`config.mk`:
```
export PLATFORM = sky130hd
export DESIGN_NAME = core_sequencer
export DESIGN_NICKNAME = d
export VERILOG_FILES = /design/src/rtl/core_pkg.sv /design/src/rtl/ctrl_decode.sv /design/src/rtl/core_sequencer.sv
export SDC_FILE = /design/constraint.sdc
export NUM_CORES = 1
export LEC_CHECK = 0
export ABC_AREA = 1
export ABC_CLOCK_PERIOD_IN_PS = 3730
export CAP_MARGIN = 5
export CORE_MARGIN = 2
export CORE_UTILIZATION = 47
export DETAILED_ROUTE_END_ITERATION = 8
export PLACE_DENSITY = 0.86
export SETUP_SLACK_MARGIN = 0.4
export SLEW_MARGIN = 20
export SYNTH_ARGS = -nofsm -noshare
export SYNTH_HDL_FRONTEND = slang
export SYNTH_SLANG_ARGS = --single-unit
```
`constraint.sdc`:
```
create_clock -name clk -period 3.73 [get_ports clk]
set_clock_uncertainty 0.1 [all_clocks]
set_input_delay 0.5595 -clock clk [delete_from_list [all_inputs] [get_ports clk]]
set_output_delay 0.5595 -clock clk [all_outputs]
set_load 0.05 [all_outputs]
```
`src/rtl/core_pkg.sv`:
```
// Shared definitions for the RV32I-subset core: sequencer states, opcodes,
// and the control encodings consumed by the datapath muxes and the ALU.
package core_pkg;

    typedef enum logic [2:0] {
        ST_BOOT  = 3'd0,
        ST_FETCH = 3'd1,
        ST_EXEC  = 3'd2,
        ST_MEM   = 3'd3,
        ST_TRAP  = 3'd4
    } state_e;

    localparam logic [6:0] OP_RTYPE  = 7'b0110011;
    localparam logic [6:0] OP_IALU   = 7'b0010011;
    localparam logic [6:0] OP_BRANCH = 7'b1100011;
    localparam logic [6:0] OP_JAL    = 7'b1101111;
    localparam logic [6:0] OP_JALR   = 7'b1100111;
    localparam logic [6:0] OP_LOAD   = 7'b0000011;
    localparam logic [6:0] OP_STORE  = 7'b0100011;

    localparam logic [2:0] F3_ADD  = 3'b000;
    localparam logic [2:0] F3_SLT  = 3'b010;
    localparam logic [2:0] F3_OR   = 3'b110;
    localparam logic [2:0] F3_AND  = 3'b111;
    localparam logic [2:0] F3_BEQ  = 3'b000;
    localparam logic [2:0] F3_JALR = 3'b000;
    localparam logic [2:0] F3_WORD = 3'b010;

    localparam logic [2:0] ALU_ADD = 3'b000;
    localparam logic [2:0] ALU_SUB = 3'b001;
    localparam logic [2:0] ALU_AND = 3'b010;
    localparam logic [2:0] ALU_OR  = 3'b011;
    localparam logic [2:0] ALU_SLT = 3'b101;

    localparam logic [1:0] IMM_I = 2'b00;
    localparam logic [1:0] IMM_S = 2'b01;
    localparam logic [1:0] IMM_B = 2'b10;
    localparam logic [1:0] IMM_J = 2'b11;

    localparam logic [1:0] RES_ALU = 2'b00;
    localparam logic [1:0] RES_MEM = 2'b01;
    localparam logic [1:0] RES_PC4 = 2'b10;

    localparam logic [1:0] PC_PLUS4  = 2'b00;
    localparam logic [1:0] PC_TARGET = 2'b01;
    localparam logic [1:0] PC_ALU    = 2'b10;

    typedef struct packed {
        logic       alu_src;
        logic [1:0] imm_src;
        logic [2:0] alu_control;
        logic [1:0] result_src;
        logic [1:0] pc_src;
        logic       reg_write;
        logic       pc_write;
        logic       mem_write;
    } ctrl_t;

    localparam ctrl_t CTRL_NONE = '0;

endpackage

```
`src/rtl/ctrl_decode.sv`:
```
// Combinational instruction decoder: produces the EXEC-phase control bundle,
// plus flags telling the sequencer whether a data-memory phase follows or the opcode is illegal.
module ctrl_decode
    import core_pkg::*;
(
    input  logic [31:0] instr,
    input  logic        zero,
    output ctrl_t       ctrl,
    output logic        is_mem,
    output logic        illegal
);

    logic [6:0] opcode;
    logic [2:0] funct3;
    logic       unused_instr_bits;

    assign opcode            = instr[6:0];
    assign funct3            = instr[14:12];
    assign unused_instr_bits = ^{instr[31], instr[29:15], instr[11:7]};

    always_comb begin
        ctrl    = CTRL_NONE;
        is_mem  = 1'b0;
        illegal = 1'b0;
        case (opcode)
            OP_RTYPE, OP_IALU: begin
                ctrl.alu_src   = (opcode == OP_IALU);
                ctrl.imm_src   = IMM_I;
                ctrl.reg_write = 1'b1;
                ctrl.pc_write  = 1'b1;
                case (funct3)
                    // addi ignores bit 30 since it is part of the immediate
                    F3_ADD:  ctrl.alu_control = (opcode == OP_RTYPE && instr[30]) ? ALU_SUB : ALU_ADD;
                    F3_SLT:  ctrl.alu_control = ALU_SLT;
                    F3_OR:   ctrl.alu_control = ALU_OR;
                    F3_AND:  ctrl.alu_control = ALU_AND;
                    default: begin
                        ctrl    = CTRL_NONE;
                        illegal = 1'b1;
                    end
                endcase
            end
            OP_BRANCH: begin
                if (funct3 == F3_BEQ) begin
                    ctrl.alu_control = ALU_SUB;
                    ctrl.imm_src     = IMM_B;
                    ctrl.pc_src      = zero ? PC_TARGET : PC_PLUS4;
                    ctrl.pc_write    = 1'b1;
                end else begin
                    illegal = 1'b1;
                end
            end
            OP_JAL: begin
                ctrl.imm_src    = IMM_J;
                ctrl.pc_src     = PC_TARGET;
                ctrl.result_src = RES_PC4;
                ctrl.reg_write  = 1'b1;
                ctrl.pc_write   = 1'b1;
            end
            OP_JALR: begin
                if (funct3 == F3_JALR) begin
                    ctrl.alu_src     = 1'b1;
                    ctrl.imm_src     = IMM_I;
                    ctrl.alu_control = ALU_ADD;
                    ctrl.pc_src      = PC_ALU;
                    ctrl.result_src  = RES_PC4;
                    ctrl.reg_write   = 1'b1;
                    ctrl.pc_write    = 1'b1;
                end else begin
                    illegal = 1'b1;
                end
            end
            OP_LOAD, OP_STORE: begin
                if (funct3 == F3_WORD) begin
                    ctrl.alu_src     = 1'b1;
                    ctrl.imm_src     = (opcode == OP_STORE) ? IMM_S : IMM_I;
                    ctrl.alu_control = ALU_ADD;
                    ctrl.mem_write   = (opcode == OP_STORE);
                    is_mem           = 1'b1;
                end else begin
                    illegal = 1'b1;
                end
            end
            default: illegal = 1'b1;
        endcase
    end

endmodule

```
`src/rtl/core_sequencer.sv`:
```
// Multi-cycle control FSM for the RV32I-subset core: sequences fetch, execute and
// data-memory phases on ready handshakes and gates register/PC commits.
module core_sequencer
    import core_pkg::*;
#(
    parameter int width = 32
)
(
    input  logic             clk,
    input  logic             reset_n,
    input  logic [31:0]      Instr,
    input  logic             Zero,
    input  logic             IReady,
    input  logic             DReady,
    output logic             IReq,
    output logic             MemReq,
    output logic             MemWrite,
    output logic             RegWrite,
    output logic             PCWrite,
    output logic             ALUSrc,
    output logic [1:0]       ImmSrc,
    output logic [1:0]       ResultSrc,
    output logic [1:0]       PCSrc,
    output logic [2:0]       ALUControl,
    output logic             Halt,
    output logic [width-1:0] InstRet
);

    state_e           state_q, state_d;
    logic [width-1:0] inst_ret_q, inst_ret_d;

    ctrl_t dec_ctrl;
    logic  dec_is_mem;
    logic  dec_illegal;

    ctrl_t ctrl_out;
    logic  ireq;
    logic  mem_req;
    logic  halt;

    ctrl_decode u_decode (
        .instr   (Instr),
        .zero    (Zero),
        .ctrl    (dec_ctrl),
        .is_mem  (dec_is_mem),
        .illegal (dec_illegal)
    );

    always_comb begin
        state_d  = state_q;
        ctrl_out = CTRL_NONE;
        ireq     = 1'b0;
        mem_req  = 1'b0;
        halt     = 1'b0;
        case (state_q)
            ST_BOOT: state_d = ST_FETCH;
            ST_FETCH: begin
                ireq = 1'b1;
                if (IReady) state_d = ST_FETCH == ST_FETCH ? ST_EXEC : ST_FETCH;
            end
            ST_EXEC: begin
                ctrl_out           = dec_ctrl;
                ctrl_out.mem_write = 1'b0;
                if (dec_illegal)     state_d = ST_TRAP;
                else if (dec_is_mem) state_d = ST_MEM;
                else                 state_d = ST_FETCH;
            end
            ST_MEM: begin
                // Instr is still stable here, so the address path keeps its EXEC settings
                ctrl_out.alu_src     = dec_ctrl.alu_src;
                ctrl_out.imm_src     = dec_ctrl.imm_src;
                ctrl_out.alu_control = dec_ctrl.alu_control;
                ctrl_out.mem_write   = dec_ctrl.mem_write;
                mem_req              = 1'b1;
                if (DReady) begin
                    ctrl_out.pc_write = 1'b1;
                    if (!dec_ctrl.mem_write) begin
                        ctrl_out.reg_write  = 1'b1;
                        ctrl_out.result_src = RES_MEM;
                    end
                    state_d = ST_FETCH;
                end
            end
            ST_TRAP: halt = 1'b1;
            default: state_d = ST_BOOT;
        endcase
    end

    assign inst_ret_d = inst_ret_q + {{(width-1){1'b0}}, ctrl_out.pc_write};

    always_ff @(posedge clk or negedge reset_n) begin
        if (!reset_n) begin
            state_q    <= ST_BOOT;
            inst_ret_q <= '0;
        end else begin
            state_q    <= state_d;
            inst_ret_q <= inst_ret_d;
        end
    end

    assign IReq       = ireq;
    assign MemReq     = mem_req;
    assign MemWrite   = ctrl_out.mem_write;
    assign RegWrite   = ctrl_out.reg_write;
    assign PCWrite    = ctrl_out.pc_write;
    assign ALUSrc     = ctrl_out.alu_src;
    assign ImmSrc     = ctrl_out.imm_src;
    assign ResultSrc  = ctrl_out.result_src;
    assign PCSrc      = ctrl_out.pc_src;
    assign ALUControl = ctrl_out.alu_control;
    assign Halt       = halt;
    assign InstRet    = inst_ret_q;

endmodule

```
==> flow_metrics.tcl <==
set metrics [dict create \
    fin_crit_ns 3.22 \
    io_buffer_count 63 \
    power_leakage_nw 1.41 \
    rows 24 \
    syn_area_per_cell_um2 8.09 \
    clock-sinks 35 \
    clockBufferDepth 2 \
    fillers 361 \
    yosysUniqueCellTypes 30 \
    fmax_ghz 0.311 \
    cp.required_ns 3.07 \
    grtUsageTotal 0.223 \
    clockRootBuffer "clkbuf_8" \
    cp-end-kind "output pin" \
    netlist_area_um2 2120 \
    start_kind "primary input" \
    drt_pass1_iterations 4 \
    cts_tree "done" \
    min_path_type "flip-flop to flip-flop" \
    num_io_pins 85 \
    cts.htree.levels 2 \
    max_cap_viol_count 0 \
    utilization 0.678 \
    layout-drive-gt1-share 0.143 \
    yosys-top-cells-area "dfrtp_1 (41%), nand2_1 (9.2%), xor2_1 (8.7%), inv_1 (6.0%), nor2_1 (5.8%)" \
    ir_worst_vdd_v 0.000200 \
    status "complete, no violations" \
    die_area_um2 5060 \
    cts_buffers 5 \
    tightest_slew_ns 0.512 \
    setup.worst_path.start "Instr[4]" \
    arrival_ns 2.56 \
    finalHoldViolCount 0 \
    coreArea_um2 4350 \
    power_frac_seq 0.490 \
    hold_buffers 0 \
    routedWlPerCell_um 13.6 \
    setup_violations 0 \
    die_x_um 71.2 \
    rsz0062_at_grt "false" \
    clk_latency_ns 0.30 \
    yosysSeqAreaShare 0.413 \
    ys_ff_latch 35 \
    initial_core_util 0.487 \
    antenna_found_initial 0 \
    final_common_cell "clkdlybuf4s50_1" \
    drv_slew 0 \
    p_comb_frac 0.051 \
    syn_to_final_growth_pct 39.3 \
    worstHoldStart "InstRet[31]" \
    final_antenna_net_count 0 \
    min_period_over_period 0.863 \
    gp_congestion 0.866 \
    nets 374 \
    slew_headroom 0.658 \
    p_int_mw 0.614 \
    diodes 0 \
    netlist_instances 262 \
    via_per_inst 5.13 \
    path_class "primary input to output pin" \
    clkPwrFrac 0.459 \
    path_max_fanout 5 \
    grt_max_degree 36 \
    drt_iter0_markers 85 \
    final_cells 388 \
    regToRegStartpoint "state_q[2]" \
    p_sw_mw 0.160 \
    syn_nets 301 \
    switching_share 0.207 \
    synth_top_cell_by_area "dfrtp_1" \
    dpl.cell_count 379 \
    grt-ovfl-total 0 \
    grt_pass1_wl_um 8910 \
    vias 1992 \
    dp_hpwl_um 4080 \
    final_cell_mix "clkdlybuf4s50_1 (53), nand2_1 (52), dfrtp_1 (35)" \
    drt_wl_total_um 5300 \
    die_y_um 71.2 \
    grt_pass1_vias 2011 \
    synth.top_cell.area_share 0.413 \
    clk_pin_slew_worst_paths_ns 0.07 \
    drc 0 \
    finalSetupTns_ns 0 \
    ys_warn_count 0 \
    power_density_nw_per_um2 262 \
]
-- metal layers --
metal	up-vias	GRT usage	share of wire
met5	-	0	0
met4	0	0.0985	0.024
met3	12	0.0499	0.056
met2	65	0.368	0.48
met1	931	0.279	0.44
li1	984	-	-
-- kinds of logic after synthesis --
kind of cell | share of synthesized area
buf+inv | 0.0673
xor+xnor | 0.120
flops | 0.413
simple gates | 0.345
fa+ha+maj | 0.0118
compound gates | 0.0425
-- power groups by stage --
stage               combinational, mW  clock (mW)  sequential (mW)
floorplan                     0.00945           0            0.387
global placement               0.0383           0            0.387
detailed placement             0.0388           0            0.387
CTS                            0.0391       0.357            0.380
global route                   0.0439       0.374            0.379
finish                         0.0394       0.355            0.380
-- Yosys cell counts --
library cell,instances
nand2_1,52
dfrtp_1,35
inv_1,34
nor2_1,33
xor2_1,21
nand4_1,15
nor3_1,13
xnor2_1,8
nand3_1,7
o21ai_0,6
nor2_2,5
a21oi_1,3
inv_2,3
nand3_2,3
nor3_2,3
ha_1,2
nand2_2,2
nor2_4,2
nor3_4,2
nor4_1,2
o211ai_1,2
a211oi_1,1
a21oi_2,1
a31oi_1,1
and2_4,1
clkbuf_1,1
nand2_4,1
nand3b_1,1
nand3b_4,1
o21a_1,1
-- final cells by class --
type | instances | area [um^2] | area share
Clock buffer | 6 | 82.6 | 0.0280
Clock inverter | 2 | 35.0 | 0.0119
Inverter | 37 | 139 | 0.0471
Multi-Input combinational cell | 189 | 1110 | 0.377
Sequential cell | 35 | 876 | 0.297
Tap cell | 52 | 65.1 | 0.0220
Timing Repair Buffer | 67 | 642 | 0.217
-- state kept, by name, indices dropped and copies added (netlist names) --
name,count
InstRet,32
state_q,3
-- critical path, stage by stage --
cell	delay (ns)
clkdlybuf4s50_1	0.46
inv_1	0.09
nand2_1	0.07
nor2_2	0.17
nand4_1	0.24
nor2_1	0.15
clkdlybuf4s50_1	0.81
-- worst paths after layout --
path / endpoint / slack (ns) / depth (start not counted)
min reg2reg: InstRet[31] / 0.39 / 1
max reg2reg: InstRet[26] / 0.94 / 16
min in group asynchronous: InstRet[30] / 0.56 / 2
min: InstRet[31] / 0.39 / 1
max: PCSrc[1] / 0.51 / 7
max in group asynchronous: InstRet[1] / 2.66 / 2
-- per-stage QoR --
stage	power [mW]	area, um^2	worst slack, ns	hold WS, ns
2_1_floorplan	0.397	2130	0.476	0.164
3_3_place_gp	0.425	2820	0.235	0.373
3_5_place_dp	0.426	2820	0.189	0.378
4_1_cts	0.776	2940	0.408	0.388
5_1_grt	0.797	2950	0.381	0.423
6_report	0.774	2950	0.511	0.388
-- what timing repair did --
item / CTS / global route
resized for setup: 1 / 3
cloned: 0 / 0
pin swaps: 0 / 1
endpoints found under the setup margin: 1 / 7
setup buffers: 0 / 1
No activity file was read; power rests on OpenSTA's default activity.
